===== config.mk =====
export PLATFORM = sky130hd
export DESIGN_NAME = shift_arb_8
export DESIGN_NICKNAME = d
export VERILOG_FILES = /design/src/rtl/shift_arb_8.sv
export SDC_FILE = /design/constraint.sdc
export NUM_CORES = 1
export LEC_CHECK = 0
export ABC_AREA = 1
export CAP_MARGIN = 15
export CORE_MARGIN = 1
export CORE_UTILIZATION = 39
export DETAILED_ROUTE_END_ITERATION = 10
export PLACE_DENSITY = 0.8
export SLEW_MARGIN = 20
export SYNTH_ARGS = -nofsm -noshare
export SYNTH_HDL_FRONTEND = slang
export SYNTH_SLANG_ARGS = --single-unit

===== constraint.sdc =====
create_clock -name clk -period 3.4 [get_ports clk]
set_clock_uncertainty 0.05 [all_clocks]
set_input_delay 0.68 -clock clk [delete_from_list [all_inputs] [get_ports clk]]
set_output_delay 0.68 -clock clk [all_outputs]
set_load 0.01 [all_outputs]

===== src/rtl/shift_arb_8.sv =====
// rtl/shift_arb_8.sv - two-requester arbiter feeding an 8-bit left-shift result register
// Optional round-robin contention policy: define SHIFT_ARB_RR_EN (default build is fixed priority, requester 0 wins).

module shift_arb_8 (
   input  logic       clk,
   input  logic       rst,
   input  logic       req0_valid,
   input  logic [7:0] req0_a,
   input  logic [7:0] req0_b,
   output logic       req0_ready,
   input  logic       req1_valid,
   input  logic [7:0] req1_a,
   input  logic [7:0] req1_b,
   output logic       req1_ready,
   output logic       res_valid,
   output logic [7:0] res_s,
   output logic       res_id,
   input  logic       res_ready
);

   localparam logic [0:0] ST_IDLE = 1'b0;
   localparam logic [0:0] ST_HOLD = 1'b1;

   logic [0:0] state_q, state_d;
   logic [7:0] res_s_q, res_s_d;
   logic       res_id_q, res_id_d;

   logic       slot_free;
   logic       grant;
   logic       accept;
   logic [7:0] sel_a;
   logic [2:0] sel_sh;
   logic       unused_b_bits;

`ifdef SHIFT_ARB_RR_EN
   logic rr_q, rr_d;
`endif

   // Only the low three bits of each shift amount matter.
   assign unused_b_bits = ^{req0_b[7:3], req1_b[7:3]};

   always_comb begin
      grant = 1'b0;
      if (req1_valid && !req0_valid) begin
         grant = 1'b1;
      end else if (req0_valid && req1_valid) begin
`ifdef SHIFT_ARB_RR_EN
         grant = rr_q;
`else
         grant = 1'b0;
`endif
      end
   end

   // Readies are gated by rst so nothing is accepted while reset is held.
   assign slot_free  = (state_q == ST_IDLE) || res_ready;
   assign accept     = !rst && slot_free && (req0_valid || req1_valid);
   assign req0_ready = accept && !grant;
   assign req1_ready = accept && grant;

   assign sel_a  = grant ? req1_a      : req0_a;
   assign sel_sh = grant ? req1_b[2:0] : req0_b[2:0];

   always_comb begin
      state_d  = state_q;
      res_s_d  = res_s_q;
      res_id_d = res_id_q;
      if (accept) begin
         state_d  = ST_HOLD;
         res_s_d  = sel_a << sel_sh;
         res_id_d = grant;
      end else if ((state_q == ST_HOLD) && res_ready) begin
         state_d = ST_IDLE;
      end
   end

`ifdef SHIFT_ARB_RR_EN
   // Pointer names the requester that wins the next contention.
   always_comb begin
      rr_d = rr_q;
      if (accept) begin
         rr_d = ~grant;
      end
   end

   always_ff @(posedge clk or posedge rst) begin
      if (rst) begin
         rr_q <= 1'b0;
      end else begin
         rr_q <= rr_d;
      end
   end
`endif

   always_ff @(posedge clk or posedge rst) begin
      if (rst) begin
         state_q  <= ST_IDLE;
         res_s_q  <= 8'h00;
         res_id_q <= 1'b0;
      end else begin
         state_q  <= state_d;
         res_s_q  <= res_s_d;
         res_id_q <= res_id_d;
      end
   end

   assign res_valid = (state_q == ST_HOLD);
   assign res_s     = res_s_q;
   assign res_id    = res_id_q;

endmodule

After elaboration in Yosys (flattened, before gate mapping)
Index checks and enable logic that the tools add are counted.

Bitwise logic cells: 1. Multiplexer cells: 5. Reductions and logical operators: 12. Shift operators: 1.

Operators with widths (count): $mux W8 (1); $shl A8 B3 Y8 (1); $logic_and A1 B1 Y1 (6); $logic_not A1 Y1 (3); $mux W1 (3); $mux W3 (1); $logic_or A1 B1 Y1 (2); $reduce_bool A2 Y1 (1); $not A1 Y1 (1).

Logic and storage cells: 22. Register bits: 10. Output and inout bits: 12. Bits of input ports: 37.

Logic depth before layout (Yosys ltp)
Gate-level depths: netlist of the first run.

Depth after elaboration: 5. Depth in mapped cells: 9. Mapped depth without buffers: 8.

Least setup slack after synthesis of the first run
No wires, ideal clock.

Kind: input to output. From: input rst. To: output req0_ready. Path buffers: 1. Cell stages on the path: 4. Arrival time: 1419 ps. Setup slack: 1251 ps. Cell sequence: inv_1 -> nand3_2 -> buf_2 -> nor2_1.

Word-level cells in the longest chain between the ends: 4.

RTL lines: from (decl) (RTL line 6) `input logic rst,`; $logic_not A1 Y1 (no line); $logic_and A1 B1 Y1 (2 in a row) (RTL line 57) `assign accept = !rst && slot_free && (req0_valid || req1_valid);`; $logic_and A1 B1 Y1 (RTL line 58) `assign req0_ready = accept && !grant;`; to (decl) (RTL line 10) `output logic req0_ready,`.

No other way between the ends.

Worst setup path after layout of the first run
From: input req0_valid. To: output req1_ready.

Word-level cells in the longest chain between the ends: 4.

RTL lines: from (decl) (RTL line 7) `input logic req0_valid,`; $logic_not A1 Y1 (RTL line 44) `if (req1_valid && !req0_valid) begin`; $logic_and A1 B1 Y1 (RTL line 44); $mux W1 (RTL line 44); $logic_and A1 B1 Y1 (*) (RTL line 59) `assign req1_ready = accept && grant;`; to (decl) (RTL line 14) `output logic req1_ready,`.

Mark *: on every way between the ends. The rest lies on a longest branch, timed or not.

==> results of run 1 <==
per-stage QoR:
step / hold WS, ns / total power (W) / area, um2 / util, % / setup slack (ns)
finish: 0.425 / 0.000390 / 1230 / 62.8 / 0.445
detailed placement: 0.415 / 0.000320 / 1210 / 61.6 / 0.436
global route: 0.451 / 0.000419 / 1230 / 62.8 / 0.332
floorplan: 0.466 / 0.000235 / 807 / - / 1.25
CTS: 0.429 / 0.000394 / 1230 / 62.8 / 0.434
global placement: 0.412 / 0.000315 / 1210 / 61.6 / 0.464
critical path: cells and delay by family:
| family | cells | cell delay (ns) |
|---|---|---|
| buffers and inverters | 5 | 1.30 |
| AND/OR/NAND/NOR | 3 | 0.25 |
logic make-up after synthesis:
family / Yosys count / share of synthesized area (%)
flip-flops: 10 / 31.0
AO/OA/AOI/OAI: 5 / 5.74
buffers and inverters: 14 / 9.30
AND/OR/NAND/NOR: 97 / 54.0
registers in the layout, summed over array words and instances, names as in the netlist:
register	flops
res_s	8
res_id	1
res_valid	1
how the worst min path moves through the flow:
stage,start,endpoint,depth (start not counted)
2_1_floorplan,res_id$_DFFE_PP0P_,res_id$_DFFE_PP0P_,2
3_3_place_gp,res_s[2]$_DFFE_PP0P_,res_s[2]$_DFFE_PP0P_,2
5_1_grt,res_s[2]$_DFFE_PP0P_,res_s[2]$_DFFE_PP0P_,2
3_5_place_dp,res_s[2]$_DFFE_PP0P_,res_s[2]$_DFFE_PP0P_,2
4_1_cts,res_s[2]$_DFFE_PP0P_,res_s[2]$_DFFE_PP0P_,2
6_report,res_s[2]$_DFFE_PP0P_,res_s[2]$_DFFE_PP0P_,2
final cells by class:
class	instances	area, um2	area share, %
Clock buffer	3	22.5	1.83
Multi-Input combinational cell	102	482	39.1
Timing Repair Buffer	41	403	32.7
Tap cell	27	33.8	2.74
Sequential cell	10	250	20.3
Inverter	10	40.0	3.25
power groups by stage:
stage | clock network [W] | logic [W] | registers (W)
5_1_grt | 0.0000790 | 0.000190 | 0.000150
3_3_place_gp | 0 | 0.000166 | 0.000149
6_report | 0.0000734 | 0.000169 | 0.000148
3_5_place_dp | 0 | 0.000170 | 0.000150
4_1_cts | 0.0000763 | 0.000170 | 0.000148
2_1_floorplan | 0 | 0.0000768 | 0.000158
metal layers:
metal | track usage [%] | wire, um | part of all wire (%) | up-vias
met2 | 35.1 | 986 | 52 | 40
met5 | 0 | 0 | 0 | -
met3 | 1.13 | 101 | 5.3 | 2
met1 | 22.5 | 805 | 42 | 395
met4 | 8.57 | 19 | 0.99 | 0
li1 | - | - | - | 488
cells in the final DEF (no fill, tap or decap):
cell type / count
nand3_1: 30
dfrtp_1: 10
nor2_2: 1
a22oi_1: 1
and2_1: 1
inv_2: 1
a22o_1: 1
nor2_1: 2
nand2_1: 59
nand2_4: 2
clkbuf_4: 3
o21ai_2: 1
o21ai_0: 1
nand3_2: 1
inv_1: 8
buf_4: 3
nor2_4: 1
clkdlybuf4s50_1: 38
o21ai_4: 1
inv_4: 1
==> results.md, run 1 <==
* FMAX at 338 MHz
* Worst endpoint data arrival time at between 2 and 2.5 ns
* Worst reg2reg endpoint: res_s[5]$_DFFE_PP0P_
* Routed len/inst at 9.91 um
* Clock Tree Buf Depth at 2
* Drt total wl at roughly 1900 um
* FP Rows at 16
* Reg2Reg Depth at 6
* HPWL after DPL at 1670 um
* Port bufs at 38
* Crit Path Class: in2out
* Synth area leader: dfrtp_1
* Worst skew pair latency at 0.25 ns
* Cells after synthesis at 126
* Post-route ant nets at 0
* Period Utilization, post-route at 86.9%
* Initial Utilization at ~41%
* Post-synth EDFFs at 0
* Vias in the first global route at 811
* Synth top area share at 31.0%
* Worst-path clk slew at ~0.060 ns
* Gpl congestion at slightly below 0.8
* Post-CTS Setup Inserts at 0
* Setup violators final at 0
* Status: finished clean
* CP startpoint: req0_valid
* Vias after detailed routing at 925
* DRT iter0 DRCs at 15
* Worst path cell trace: clkdlybuf4s50_1, inv_2, nand2_1, nand3_2, inv_1, nand2_1, inv_1, clkdlybuf4s50_1
* Synth top cells by count: nand2_1 (59), nand3_1 (30), dfrtp_1 (10), inv_1 (8)
* Most common cell in the netlist: nand2_1
* First-pass GRT wire length at between 3000 and 4000 um
* Final nets at 205
* Setup_tns at 0 ns
* Clock root cell: clkbuf_4
* Avg Cell Area, Syn at 6.40 um2
* Asr flop ratio synth at 100%
* Largest net degree at the start of global routing at 15
* R2R Path Start: res_valid$_DFFE_PP0P_
* Hold Crit Class: reg2reg
* Crit Path Max Fanout at 8
* Power density of the placed cells at 317 mW/mm2
* Unrepaired setup endpoints after global routing: no
* Num ports at 49
* GR Util All Layers at 19.0%
* Congestion Overflow GR at 0
* DIE AREA at 0.00226 mm2
* # clock sinks at 10
* Final std cells w/o fill at between 150 and 200
* Antenna violations before repair at 0
* R2R Setup Slk at 2.08 ns
* Fillers at between 200 and 250
* Slowest cell delay on critical path at 0.54 ns
* Max_cap viols at 0
* Seq pwr share at between 30% and 40%
* DRC errors left at 0
* Switching share of power at 31.1%
* Core area at 0.00196 mm2
* Ys flop type: dfrtp_1
* CP endpoint kind: output pin
* Pleak at around 0.62 nW
* Layout cells sized above 1 at 9.04%
* Synth Net Count at 163
* Yosys cell types at 20
* Gate power share at 43.4%
* Vias/cell at 4.79
* Clk pwr share at 18.8%
* Critical Path Sink: req1_ready
* Max Slew Vio Count at 0
* Placed instance count at between 150 and 200
* CTS resizes at 0
* Drt first pass iters at 4
* Seq/Total Area, Yosys at 31.0%
* Hold-fix buffers, CTS at 0
* Worst-margin pin slew at 0.345 ns
* Relative slew slack at between 70% and 80%
* Min cycle time layout at 2.95 ns
* Peak supply drop at 125 uV
* Total net switching power at 0.000122 W
* Die W at ~47 um
* Cell Int Power at 0.000269 W
* Layout area overhead at 52.6%
* Final Hold Viols at 0
* Mapped cell area at 807 um2
* Syn. warnings at 0
* CP required at roughly 2.7 ns
* CTS tree: built
* CTS HTree Levels at 1
* Antenna cells at 0
* Die Ht at 47.5 um
* Inserted Clock Buffers at 3
* Crit path launch type: input port
* Synth area leaders: dfrtp_1 (31%), nand2_1 (27%), nand3_1 (19%), inv_1 (3.7%), buf_6 (2.8%)
* Yosys reg bits at 10
* Crit-path slowest cell: clkdlybuf4s50_1
Power figures use the tool's default switching activity.
==> run 2: changes to the inputs <==
CORE_MARGIN = 4   (was 1)
==> results.md, run 2 (synthesis results as in run 1) <==
* Status: finished clean
* Antenna violations before repair at 0 (unchanged)
* Pleak at 0.622 nW (unchanged)
* CP required at 2.67 ns (about the same)
* Setup violators final at 0 (unchanged)
* FP Rows at 16 (unchanged)
* Drt total wl at 1970 um (+2.8%)
* Final Hold Viols at 0 (unchanged)
* Num ports at 49 (unchanged)
* Peak supply drop at 153 uV (+22%)
* Unrepaired setup endpoints after global routing: no
* Critical path buffer and inverter count at 5 (unchanged)
* Vias/cell at 4.60 (-4.0%)
* Min cycle time layout at 2.96 ns (+0.00195 ns)
* Worst path cell trace: clkdlybuf4s50_1, inv_2, nand2_1, nand3_2, inv_1, nand2_1, inv_1, clkdlybuf4s50_1
* Relative slew slack at 77.8% (+0.79 points)
* Die W at 53.5 um (+13%)
* First-pass GRT wire length at 3150 um (+2.2%)
* Clock root cell: clkbuf_4
* Crit Path Max Fanout at 8 (unchanged)
* Clock Tree Buf Depth at 2 (unchanged)
* Max_cap viols at 0 (unchanged)
* Initial Utilization at 41.1% (unchanged)
* Largest net degree at the start of global routing at 15 (unchanged)
* FMAX at 338 MHz (about the same)
* Antenna cells at 0 (unchanged)
* Vias in the first global route at 794 (-2.1%)
* Port bufs at 38 (unchanged)
* DRT iter0 DRCs at 8 (-7)
* Max Slew Vio Count at 0 (unchanged)
* Core Util, Final at 62.8% (unchanged)
* Period Utilization, post-route at 87.0% (about the same)
* Worst-path clk slew at 0.06 ns (about the same)
* CTS resizes at 0 (unchanged)
* CP endpoint kind: output pin
* Power density of the placed cells at 317 mW/mm2 (about the same)
* Crit-path slowest cell: clkdlybuf4s50_1
* CTS tree: built
* Drt first pass iters at 4 (unchanged)
* Leading cell type in the layout, fill and taps excluded: nand2_1
* Post-route ant nets at 0 (unchanged)
* Layout cells sized above 1 at 9.04% (unchanged)
* Inserted Clock Buffers at 3 (unchanged)
* Hold-fix buffers, CTS at 0 (unchanged)
* Final nets at 205 (unchanged)
* Worst skew pair latency at 0.25 ns (about the same)
* Congestion Overflow GR at 0 (unchanged)
* # clock sinks at 10 (unchanged)
* Crit Path Class: in2out
* CTS HTree Levels at 1 (unchanged)
* Die Ht at 53.5 um (+13%)
* Worst endpoint data arrival time at 2.23 ns (about the same)
* Total chip power at 0.000391 W (about the same)
* Routed len/inst at 10.2 um (+2.8%)
* Slowest cell delay on critical path at 0.54 ns (about the same)
* Setup_tns at 0 ns (unchanged)
* DRC errors left at 0 (unchanged)
* GR Util All Layers at 14.9% (-4.1 points)
* Commonest cells after routing, fill and taps aside: nand2_1 (59), clkdlybuf4s50_1 (38), nand3_1 (30), dfrtp_1 (10), inv_1 (8)
* Layout area overhead at 52.6% (unchanged)
* Gpl congestion at 0.797 (+2.1%)
* Core area at 0.00196 mm2 (unchanged)
* Worst-margin pin slew at 0.333 ns (-0.0118 ns)
* Post-CTS Setup Inserts at 0 (unchanged)
* Worst path top cell family by delay: buffers and inverters
* Crit path launch type: input port
* Vias after detailed routing at 888 (-4.0%)
* Largest register FFs at 8 (unchanged)
* Hold Crit Class: reg2reg
* DIE AREA at 0.00286 mm2 (+27%)
## run 2: cell counts in the layout (fill, tap and decap cells not counted)
Identical to the previous run, type by type.
## run 2: routing by layer
metal	GRT usage [%]	routed length, um
met1	16.4	878
met2	27.8	947
met3	3.10	140
met4	5.11	0
met5	0	0
## run 2: worst min-delay path, cell delays in order (launching register included)
cell	delay, ns
dfrtp_1	0.34
nand2_1	0.06
nand2_1	0.06
## run 2: power breakdown
part / internal, W / leakage, nW / total (W) / switching, W
clock: 0.0000405 / 0.0138 / 0.0000743 / 0.0000338
combinational: 0.0000906 / 0.480 / 0.000169 / 0.0000787
sequential: 0.000138 / 0.129 / 0.000147 / 0.00000927
## run 2: path summary, 6_finish.rpt
check                           slack, ns  cells past startpoint                   end                  start
worst min register to register       0.43                      2  res_s[3]$_DFFE_PP0P_   res_s[3]$_DFFE_PP0P_
worst max-delay path                 0.44                      8            req1_ready             req0_valid
min in group asynchronous            0.71                      3  res_s[1]$_DFFE_PP0P_                    rst
worst min-delay path                 0.43                      2  res_s[3]$_DFFE_PP0P_   res_s[3]$_DFFE_PP0P_
max in group asynchronous            2.45                      3    res_id$_DFFE_PP0P_                    rst
worst max register to register       2.09                      6  res_s[5]$_DFFE_PP0P_  res_valid$_DFFE_PP0P_
## run 2: per-stage QoR
stage               hold slack, ns  cells  cell area [um2]  setup slack [ns]
CTS                          0.439    193             1230             0.427
global placement             0.412    190             1210             0.460
finish                       0.435    193             1230             0.443
detailed placement           0.423    190             1210             0.428
global route                 0.460    193             1230             0.339
floorplan                    0.466    126              807              1.25
## run 2: area by class of cell
cell class / count / area, um2
clock buffers: 3 / 22.5
well taps: 27 / 33.8
fillers: 197 / 731
multi-input cells: 102 / 482
flip-flops and latches: 10 / 250
inverters: 10 / 40.0
repair buffers: 41 / 403
==> run 3: changes to the inputs <==
GPL_TIMING_DRIVEN = 0   (was default)
==> results.md, run 3 (synthesis results as in run 1) <==
* Status: finished clean
* Clock Tree Buf Depth at 2 (unchanged)
* Gpl congestion at 0.796 (about the same)
* Drt first pass iters at 4 (unchanged)
* Congestion Overflow GR at 0 (unchanged)
* CTS HTree Levels at 1 (unchanged)
* Final Hold Viols at 0 (unchanged)
* Layout area overhead at 52.9%
* Crit Path Max Fanout at 11 (+3)
* Worst-path clk slew at 0.05 ns (about the same)
* Setup_tns at 0 ns (unchanged)
* Port bufs at 37 (-2.6%)
* Layout cells sized above 1 at 9.64% (+0.60 points)
* Drt total wl at 1970 um (+0.15%)
* Worst skew pair latency at 0.25 ns (about the same)
* Final nets at 205 (unchanged)
* Relative slew slack at 73.9% (-3.9 points)
* Routed len/inst at 10.2 um (+0.15%)
* Worst endpoint data arrival time at 2.37 ns (+0.14 ns)
* Die Ht at 53.5 um (unchanged)
* Vias/cell at 4.79 (+4.2%)
* Core area at 0.00196 mm2 (unchanged)
* DRC errors left at 0 (unchanged)
* Grt met2 use at 28.0% (+0.20 points)
* Post-route ant nets at 0 (unchanged)
* Antenna cells at 0 (unchanged)
* Min cycle time layout at 3.10 ns (+0.146 ns)
* Sequential Area at 250 um2 (unchanged)
* GR Util All Layers at 15.4% (+0.46 points)
* Peak supply drop at 148 uV (-3.5%)
* Max_cap viols at 0 (unchanged)
* Unrepaired setup endpoints after global routing: no
* Commonest cells after routing, fill and taps aside: nand2_1 (59), clkdlybuf4s50_1 (37), nand3_1 (30), dfrtp_1 (10), inv_1 (8)
* FP Rows at 16 (unchanged)
* Period Utilization, post-route at 91.3% (+4.3 points)
* Pleak at 0.625 nW (+0.40%)
* Footprint of the multi-input gates at 482 um2 (unchanged)
* First-pass GRT wire length at 3280 um (+3.9%)
* Vias after detailed routing at 925 (+4.2%)
* Met3 Use GR at 2.54% (-0.56 points)
* Initial Utilization at 41.1% (unchanged)
* Largest net degree at the start of global routing at 12 (-3)
* Leading cell type in the layout, fill and taps excluded: nand2_1
* CP required at 2.67 ns (about the same)
* Die W at 53.5 um (unchanged)
* CTS resizes at 0 (unchanged)
* # clock sinks at 10 (unchanged)
* CTS tree: built
* Hold-fix buffers, CTS at 0 (unchanged)
* Antenna violations before repair at 0 (unchanged)
* Vias in the first global route at 825 (+3.9%)
* Largest register FFs at 8 (unchanged)
* R2R Setup Slk at 2.16 ns (+0.07 ns)
* Hold Crit Class: reg2reg
* DRT iter0 DRCs at 19 (+11)
* Clock root cell: clkbuf_4
* FMAX at 322 MHz (-4.7%)
* Met1 Use GR at 17.4% (+1.0 points)
* Worst path cell trace: clkdlybuf4s50_1, inv_1, nand3_2, buf_2, nor2_1, clkdlybuf4s50_1
* Power density of the placed cells at 316 mW/mm2 (-0.26%)
* Num ports at 49 (unchanged)
* Post-CTS Setup Inserts at 0 (unchanged)
* Crit Path Class: in2out
* DIE AREA at 0.00286 mm2 (unchanged)
* Worst-margin pin slew at 0.391 ns (+0.0587 ns)
* CP endpoint kind: output pin
* Slowest cell delay on critical path at 0.53 ns (about the same)
* Inserted Clock Buffers at 3 (unchanged)
* Setup violators final at 0 (unchanged)
* HPWL after DPL at 1760 um
* Critical Path Most Common Cell: clkdlybuf4s50_1
* Crit path launch type: input port
* GR peak layer: met2
* Crit-path slowest cell: clkdlybuf4s50_1
* Fillers at 208 (+5.6%)
* Max Slew Vio Count at 0 (unchanged)
* Total chip power at 0.000390 W (about the same)
==> run 3: power breakdown <==
part / switching, W / internal (W)
registers: 0.00000987 / 0.000138
clock network: 0.0000327 / 0.0000404
logic: 0.0000789 / 0.0000907
==> run 3: layout make-up <==
cell class / count / area share, %
Multi-Input combinational cell: 102 / 39.0
Sequential cell: 10 / 20.3
Clock buffer: 3 / 1.83
Inverter: 10 / 3.25
Tap cell: 27 / 2.74
Buffer: 4 / 2.84
Timing Repair Buffer: 37 / 30.0
==> run 3: path summary, 6_finish.rpt <==
path	startpoint	end	cells after the start
min in group asynchronous	rst	res_s[4]$_DFFE_PP0P_	2
min reg2reg	res_s[1]$_DFFE_PP0P_	res_s[1]$_DFFE_PP0P_	2
max	rst	req0_ready	6
max reg2reg	res_valid$_DFFE_PP0P_	res_s[0]$_DFFE_PP0P_	6
min	res_s[1]$_DFFE_PP0P_	res_s[1]$_DFFE_PP0P_	2
max in group asynchronous	rst	res_s[3]$_DFFE_PP0P_	2
==> run 3: per-stage QoR <==
stage / instances / hold WS, ns / worst slack, ns / area, um2 / utilization [%]
after floorplan: 126 / 0.466 / 1.25 / 807 / -
final: 193 / 0.425 / 0.297 / 1230 / 62.9
after CTS: 193 / 0.432 / 0.253 / 1230 / 62.9
after detailed placement: 190 / 0.417 / 0.266 / 1210 / 61.7
after global routing: 193 / 0.462 / 0.165 / 1230 / 62.9
after global placement: 190 / 0.412 / 0.283 / 1210 / 61.7
==> run 3: worst max-delay path: cells and delay by family <==
kind	cells	cell delay (ns)
buffers and inverters	4	1.43
and+or+nand+nor	2	0.25
==> run 3: layer usage <==
layer | share of wire, % | vias up
met3 | 8.3 | 4
met2 | 49 | 44
li1 | - | 487
met1 | 42 | 390
met4 | 0.86 | 0
met5 | 0 | -
